### src/rtl/vxe_cu_pkg.sv
// Shared VxE control-unit definitions: command word layout, opcodes,
// dispatch FSM state encoding and decode classes.
package vxe_cu_pkg;

    localparam int unsigned ADDR_W = 37;
    localparam int unsigned WORD_W = 64;
    localparam int unsigned OP_W   = 5;
    localparam int unsigned TH_W   = 3;
    localparam int unsigned PL_W   = 48;
    localparam int unsigned CLS_W  = 3;

    // Command word field positions
    localparam int unsigned OP_HI   = 63;
    localparam int unsigned OP_LO   = 59;
    localparam int unsigned TH_HI   = 58;
    localparam int unsigned TH_LO   = 56;
    localparam int unsigned UNI_BIT = 55;
    localparam int unsigned RSV_HI  = 54;
    localparam int unsigned RSV_LO  = 49;
    localparam int unsigned SEL_BIT = 48;

    localparam logic [OP_W-1:0] OP_NOP     = 5'h00;
    localparam logic [OP_W-1:0] OP_SYNC    = 5'h01;
    localparam logic [OP_W-1:0] OP_VPU_MIN = 5'h08;

    // Forwarded command payload held in the stage register
    typedef struct packed {
        logic [OP_W-1:0] op;
        logic [TH_W-1:0] th;
        logic            uni;
        logic            sel;
        logic [PL_W-1:0] pl;
    } fwd_cmd_t;

    localparam int unsigned FWD_W = OP_W + TH_W + 2 + PL_W;

    typedef enum logic [1:0] {
        ST_RUN   = 2'd0,
        ST_FWD   = 2'd1,
        ST_WSYNC = 2'd2,
        ST_HALT  = 2'd3
    } state_e;

    typedef enum logic [CLS_W-1:0] {
        CLS_VPU       = 3'd0,
        CLS_NOP       = 3'd1,
        CLS_SYNC      = 3'd2,
        CLS_ILLEGAL   = 3'd3,
        CLS_FETCH_ERR = 3'd4
    } cls_e;

endpackage

### src/rtl/vxe_cu_dispatch_decode.sv
// Combinational classification and field extraction of the head command.
// Optional macro VXE_CU_DISPATCH_STRICT_DECODE_EN: reserved bits [54:49],
// or the VPU select bit on a broadcast, turn the command into a decode fault.
module vxe_cu_dispatch_decode
    import vxe_cu_pkg::*;
(
    input  logic [WORD_W-1:0] data,
    input  logic              err,
    output logic [CLS_W-1:0]  cls,
    output logic [FWD_W-1:0]  cmd
);

    logic [OP_W-1:0] op;
    logic            rsvd_viol;
    cls_e            cls_d;
    fwd_cmd_t        cmd_d;

    assign op = data[OP_HI:OP_LO];

`ifdef VXE_CU_DISPATCH_STRICT_DECODE_EN
    assign rsvd_viol = (|data[RSV_HI:RSV_LO]) | (!data[UNI_BIT] & data[SEL_BIT]);
`else
    logic unused_rsvd;
    assign unused_rsvd = ^data[RSV_HI:RSV_LO];
    assign rsvd_viol   = 1'b0;
`endif

    // Classify: fetch error wins over any decode outcome
    always_comb begin
        cls_d = CLS_VPU;
        if (err) begin
            cls_d = CLS_FETCH_ERR;
        end else if (rsvd_viol) begin
            cls_d = CLS_ILLEGAL;
        end else if (op == OP_NOP) begin
            cls_d = CLS_NOP;
        end else if (op == OP_SYNC) begin
            cls_d = CLS_SYNC;
        end else if (op < OP_VPU_MIN) begin
            cls_d = CLS_ILLEGAL;
        end
    end

    // Field extraction for the stage register
    always_comb begin
        cmd_d     = '0;
        cmd_d.op  = op;
        cmd_d.th  = data[TH_HI:TH_LO];
        cmd_d.uni = data[UNI_BIT];
        cmd_d.sel = data[SEL_BIT];
        cmd_d.pl  = data[PL_W-1:0];
    end

    assign cls = cls_d;
    assign cmd = cmd_d;

endmodule

### src/rtl/vxe_cu_dispatch.sv
// VxE CU command dispatch: pops commands from fetch, forwards VPU commands
// to VPU0/VPU1 through a one-entry stage, raises NOP/SYNC events and
// fetch/decode faults, and stalls in HALT until unhalted.
// Optional macro VXE_CU_DISPATCH_STRICT_DECODE_EN (see decode sub-module).
module vxe_cu_dispatch
    import vxe_cu_pkg::*;
(
    input  logic              clk,
    input  logic              nrst,
    input  logic [ADDR_W-1:0] i_fetch_addr,
    input  logic [WORD_W-1:0] i_fetch_data,
    input  logic              i_fetch_vld,
    input  logic              i_fetch_err,
    output logic              o_fetch_rd,
    output logic              o_flt_fetch,
    output logic              o_flt_decode,
    output logic [ADDR_W-1:0] o_flt_fetch_addr,
    output logic [ADDR_W-1:0] o_flt_decode_addr,
    output logic [WORD_W-1:0] o_flt_decode_data,
    output logic              o_ctl_nop,
    output logic              o_ctl_sync,
    output logic              o_ctl_sync_stop,
    output logic              o_ctl_sync_intr,
    output logic              o_ctl_pipes_active,
    input  logic              i_ctl_halt,
    input  logic              i_ctl_unhalt,
    input  logic              i_fwd_vpu0_rdy,
    output logic [OP_W-1:0]   o_fwd_vpu0_op,
    output logic [TH_W-1:0]   o_fwd_vpu0_th,
    output logic [PL_W-1:0]   o_fwd_vpu0_pl,
    output logic              o_fwd_vpu0_wr,
    input  logic              i_fwd_vpu1_rdy,
    output logic [OP_W-1:0]   o_fwd_vpu1_op,
    output logic [TH_W-1:0]   o_fwd_vpu1_th,
    output logic [PL_W-1:0]   o_fwd_vpu1_pl,
    output logic              o_fwd_vpu1_wr
);

    state_e           state_q, state_d;
    fwd_cmd_t         stage_q;
    logic             halt_pend_q, halt_pend_d;
    logic             sync_stop_q, sync_intr_q;
    logic [CLS_W-1:0] dec_cls;
    logic [FWD_W-1:0] dec_cmd;

    logic stage_full_c, wr0_c, wr1_c, fwd_done_c, halt_req_c, accept_c;
    logic pop_c, load_c, flt_fetch_c, flt_dec_c, nop_c, sync_latch_c, sync_fire_c;

    vxe_cu_dispatch_decode u_decode (
        .data (i_fetch_data),
        .err  (i_fetch_err),
        .cls  (dec_cls),
        .cmd  (dec_cmd)
    );

    // Write strobes follow the stage and the VPU ready handshake
    assign stage_full_c = (state_q == ST_FWD);
    assign wr0_c = stage_full_c & (stage_q.uni ? (!stage_q.sel & i_fwd_vpu0_rdy)
                                               : (i_fwd_vpu0_rdy & i_fwd_vpu1_rdy));
    assign wr1_c = stage_full_c & (stage_q.uni ? (stage_q.sel & i_fwd_vpu1_rdy)
                                               : (i_fwd_vpu0_rdy & i_fwd_vpu1_rdy));
    assign fwd_done_c = wr0_c | wr1_c;
    assign halt_req_c = i_ctl_halt | halt_pend_q;

    assign o_fwd_vpu0_wr      = wr0_c;
    assign o_fwd_vpu1_wr      = wr1_c;
    assign o_fwd_vpu0_op      = stage_q.op;
    assign o_fwd_vpu0_th      = stage_q.th;
    assign o_fwd_vpu0_pl      = stage_q.pl;
    assign o_fwd_vpu1_op      = stage_q.op;
    assign o_fwd_vpu1_th      = stage_q.th;
    assign o_fwd_vpu1_pl      = stage_q.pl;
    assign o_ctl_pipes_active = stage_full_c | !i_fwd_vpu0_rdy | !i_fwd_vpu1_rdy;
    assign o_fetch_rd         = pop_c;

    // Next-state and pop/decode actions
    always_comb begin
        state_d      = state_q;
        halt_pend_d  = 1'b0;
        accept_c     = 1'b0;
        pop_c        = 1'b0;
        load_c       = 1'b0;
        flt_fetch_c  = 1'b0;
        flt_dec_c    = 1'b0;
        nop_c        = 1'b0;
        sync_latch_c = 1'b0;
        sync_fire_c  = 1'b0;

        case (state_q)
            ST_RUN: begin
                if (halt_req_c) state_d = ST_HALT;
                else            accept_c = 1'b1;
            end
            ST_FWD: begin
                if (!fwd_done_c) begin
                    halt_pend_d = halt_req_c;
                end else if (halt_req_c) begin
                    state_d = ST_HALT;
                end else begin
                    state_d  = ST_RUN;
                    accept_c = 1'b1;
                end
            end
            ST_WSYNC: begin
                if (!o_ctl_pipes_active) begin
                    sync_fire_c = 1'b1;
                    state_d     = ST_HALT;
                end
            end
            ST_HALT: begin
                if (i_ctl_unhalt) state_d = ST_RUN;
            end
            default: state_d = ST_RUN;
        endcase

        if (accept_c && i_fetch_vld) begin
            pop_c = 1'b1;
            case (cls_e'(dec_cls))
                CLS_FETCH_ERR: begin flt_fetch_c = 1'b1; state_d = ST_HALT; end
                CLS_ILLEGAL:   begin flt_dec_c   = 1'b1; state_d = ST_HALT; end
                CLS_NOP:       begin nop_c       = 1'b1; state_d = ST_HALT; end
                CLS_SYNC:      begin sync_latch_c = 1'b1; state_d = ST_WSYNC; end
                default:       begin load_c      = 1'b1; state_d = ST_FWD; end
            endcase
        end
    end

    // FSM state, stage register and pending SYNC flags
    always_ff @(posedge clk or negedge nrst) begin
        if (!nrst) begin
            state_q     <= ST_RUN;
            halt_pend_q <= 1'b0;
            stage_q     <= '0;
            sync_stop_q <= 1'b0;
            sync_intr_q <= 1'b0;
        end else begin
            state_q     <= state_d;
            halt_pend_q <= halt_pend_d;
            if (load_c) stage_q <= fwd_cmd_t'(dec_cmd);
            if (sync_latch_c) begin
                sync_stop_q <= i_fetch_data[0];
                sync_intr_q <= i_fetch_data[1];
            end
        end
    end

    // Registered event pulses and held fault capture
    always_ff @(posedge clk or negedge nrst) begin
        if (!nrst) begin
            o_flt_fetch       <= 1'b0;
            o_flt_decode      <= 1'b0;
            o_flt_fetch_addr  <= '0;
            o_flt_decode_addr <= '0;
            o_flt_decode_data <= '0;
            o_ctl_nop         <= 1'b0;
            o_ctl_sync        <= 1'b0;
            o_ctl_sync_stop   <= 1'b0;
            o_ctl_sync_intr   <= 1'b0;
        end else begin
            o_flt_fetch     <= flt_fetch_c;
            o_flt_decode    <= flt_dec_c;
            o_ctl_nop       <= nop_c;
            o_ctl_sync      <= sync_fire_c;
            o_ctl_sync_stop <= sync_fire_c & sync_stop_q;
            o_ctl_sync_intr <= sync_fire_c & sync_intr_q;
            if (flt_fetch_c) o_flt_fetch_addr <= i_fetch_addr;
            if (flt_dec_c) begin
                o_flt_decode_addr <= i_fetch_addr;
                o_flt_decode_data <= i_fetch_data;
            end
        end
    end

endmodule

### config.mk
export PLATFORM = sky130hd
export DESIGN_NAME = vxe_cu_dispatch
export DESIGN_NICKNAME = d
export VERILOG_FILES = /design/src/rtl/vxe_cu_pkg.sv /design/src/rtl/vxe_cu_dispatch_decode.sv /design/src/rtl/vxe_cu_dispatch.sv
export SDC_FILE = /design/constraint.sdc
export NUM_CORES = 1
export LEC_CHECK = 0
export ABC_AREA = 0
export CAP_MARGIN = 20
export CORE_ASPECT_RATIO = 0.7
export CORE_UTILIZATION = 43
export DETAILED_ROUTE_END_ITERATION = 6
export PLACE_DENSITY = 0.81
export SLEW_MARGIN = 15
export SYNTH_ARGS = -nofsm -noshare
export SYNTH_HDL_FRONTEND = slang
export SYNTH_SLANG_ARGS = --single-unit
export TNS_END_PERCENT = 5
### constraint.sdc
create_clock -name clk -period 3.2 [get_ports clk]
set_clock_uncertainty 0.1 [all_clocks]
set_input_delay 0.32 -clock clk [delete_from_list [all_inputs] [get_ports clk]]
set_output_delay 0.32 -clock clk [all_outputs]
set_load 0.02 [all_outputs]
==> out/results.txt <==
total congestion overflow = 0
R2R depth = 6
Final min period = 2770 ps
hpwl dp = 15.6 mm
H-tree depth = 1
final hold violations = 0
HP Class = input port to flip-flop
Clock Path Buffers = 3
count leader, synth = dfrtp_1
n_diodes = 0
initial antenna violation count = 0
1st-iter DRT viols = 212
largest net degree at the start of global routing = 106
switching share of power = 0.351
clock share of power = 0.193
Total Routed Length = 21.5 mm
leakage = 5.56 nW
DP Area = 0.0119 mm²
total power = 11.6 mW
Seq/Total Area, Yosys = 0.595
Worst Hold Path Cells = 2
arrival time at the worst endpoint = 2350 ps
Root Buffer = clkbuf_16
DRC = 0
Antenna Violating Nets Remaining = 0
power per cell area = 932 mW/mm²
final std cells w/o fill = 1,132
# IOs = 369
Fillers = 1,488
CTS buffer count = 21
clk_lat worst skew = 490 ps
share of async-settable or async-resettable flops after synthesis = 1.00
Max Slew Vio Count = 0
Avg Cell Area, Syn = 14.9 µm²
total track usage = 0.205
CTS tree = yes
Final nets = 961
logic gate share of total power = 0.453
clock slew at reported path FFs = 60 ps
Sink Count = 207
synth top area cells = dfrtp_1 (59%), mux2_2 (22%), buf_4 (10%)
port bufs = 368
main flop type after synthesis = dfrtp_1
Yosys reg bits = 207
design area = 0.0125 mm²
CP required = 2780 ps
Std-Cell Rows = 43
Min Hold Slack = 333 ps
final worst slack = 429 ps
unrepaired setup endpoints after global routing = false
vias in the first global route = 5,836
fmax = 361 MHz
status = finished clean
Unique masters post-synth = 36
Syn Inst Count = 584
post-synth top area share = 0.595
EDFF count, synth = 0
area leader, netlist = dfrtp_1
placed cells = 1,098
setup violators final = 0
setup TNS = 0 ps
dpl ws = 411 ps
Reg power frac = 0.354
Vias = 5,421
WL/cell = 18.9 µm
category of the most critical setup path = flip-flop to output pin
Peak VDD IR = 522 µV
sw power = 4.08 mW
DR vias/cell = 4.79
worst-path fanout max = 5
die width = 172 µm
synth warn = 0
starting density of the core = 0.440
crit share post-route = 0.866
layout cell share with drive strength beyond 1 = 0.245
die area = 0.0208 mm²
crit path capture type = output pin
first-pass GRT wire length = 33.1 mm
final core occ = 0.631
max_cap viols = 0
DIE HEIGHT = 121 µm
Post-synth top cells = dfrtp_1 (207), mux2_2 (167), buf_4 (118)
Worst Setup Start Kind = flip-flop
syn_nets = 693
synth-to-layout area growth = 43.4%
Final GP Congestion = 0.850
synthesized cell area = 0.00871 mm²
Post-CTS Resized = 0
total core area = 0.0198 mm²
Pint = 7.55 mW
drt pass-1 iters = 4
Max-slew headroom = 0.434
Least-Margin Pin Slew = 849 ps
## critical path: stages, from the launching register on
cell	delay, ps
dfrtp_1	440
or4b_4	560
a21oi_1	210
clkdlybuf4s50_1	640
## area by class of cell
type | count | area (µm²) | area share
inverter | 5 | 18.8 | 0.00150
timing repair buffer | 377 | 3820 | 0.306
clock inverter | 2 | 13.8 | 0.00110
multi-input combinational | 240 | 2520 | 0.201
clock buffer | 31 | 603 | 0.0483
sequential | 207 | 5180 | 0.415
tap | 270 | 338 | 0.0270
## cell usage in the layout, fill, tap and decap left out, types with 2 or more instances in the layout
cell / n
o21ai_0: 2
nand2_1: 4
nor2_1: 7
buf_4: 3
mux2_2: 167
inv_1: 4
clkbuf_16: 21
nor3_1: 2
nand3_1: 2
a21oi_1: 3
o21ai_4: 2
dfrtp_1: 207
buf_12: 5
a211oi_1: 2
clkbuf_1: 6
clkbuf_8: 5
clkdlybuf4s50_1: 367
mux2_1: 29
and2_1: 5
## power by group through the flow
stage                     Sequential [mW]  Combinational, mW  Clock [mW]
after global placement               4.10               5.22           0
final                                4.12               5.27        2.25
after floorplan                      4.71               2.60           0
after global routing                 4.24               5.52        2.42
after CTS                            4.12               5.32        2.33
after detailed placement             4.15               5.29           0
## sequential cells by signal (all words and copies together), names as in the netlist, 2 cells and up
register	flops
state_q	2
o_flt_fetch_addr	37
o_flt_decode_data	64
o_fwd_vpu0_th	3
o_fwd_vpu0_pl	48
o_fwd_vpu0_op	5
o_flt_decode_addr	37
stage_q	2
## layer usage
layer,vias to the layer above,routed length (µm),track usage
met3,35,2120,0.0711
met4,0,498,0.0537
met5,-,0,0
li1,2432,-,-
met1,2710,8530,0.253
met2,244,10300,0.343
## timing repair
| item | CTS | global route |
|---|---|---|
| hold buffers | 1 | 0 |
| buffers inserted | 0 | 0 |
| endpoints found under the hold margin | 102 | 0 |
| setup endpoints to repair | 0 | 0 |
## kinds of logic after synthesis
| kind of cell | after synthesis | synth area share |
|---|---|---|
| buffers and inverters | 137 | 0.119 |
| AO/OA/AOI/OAI | 16 | 0.0132 |
| multiplexers | 197 | 0.255 |
| flip-flops | 207 | 0.595 |
| AND/OR/NAND/NOR | 27 | 0.0181 |
## path summary, 6_finish.rpt
check	to	from	slack (ps)
worst max-delay path	o_fetch_rd	state_q[1]$_DFFE_PN0P_	430
min in group asynchronous	o_flt_fetch_addr[24]$_DFFE_PN0P_	nrst	430
worst max register to register	o_flt_decode_data[16]$_DFFE_PN0P_	state_q[1]$_DFFE_PN0P_	750
worst min register to register	o_ctl_sync_intr$_DFF_PN0_	sync_intr_q$_DFFE_PN0P_	380
worst min-delay path	o_flt_decode_data[51]$_DFFE_PN0P_	i_fetch_data[51]	330
max in group asynchronous	o_flt_decode_addr[36]$_DFFE_PN0P_	nrst	1830
Note: power is estimated with default switching activity, not from simulation.
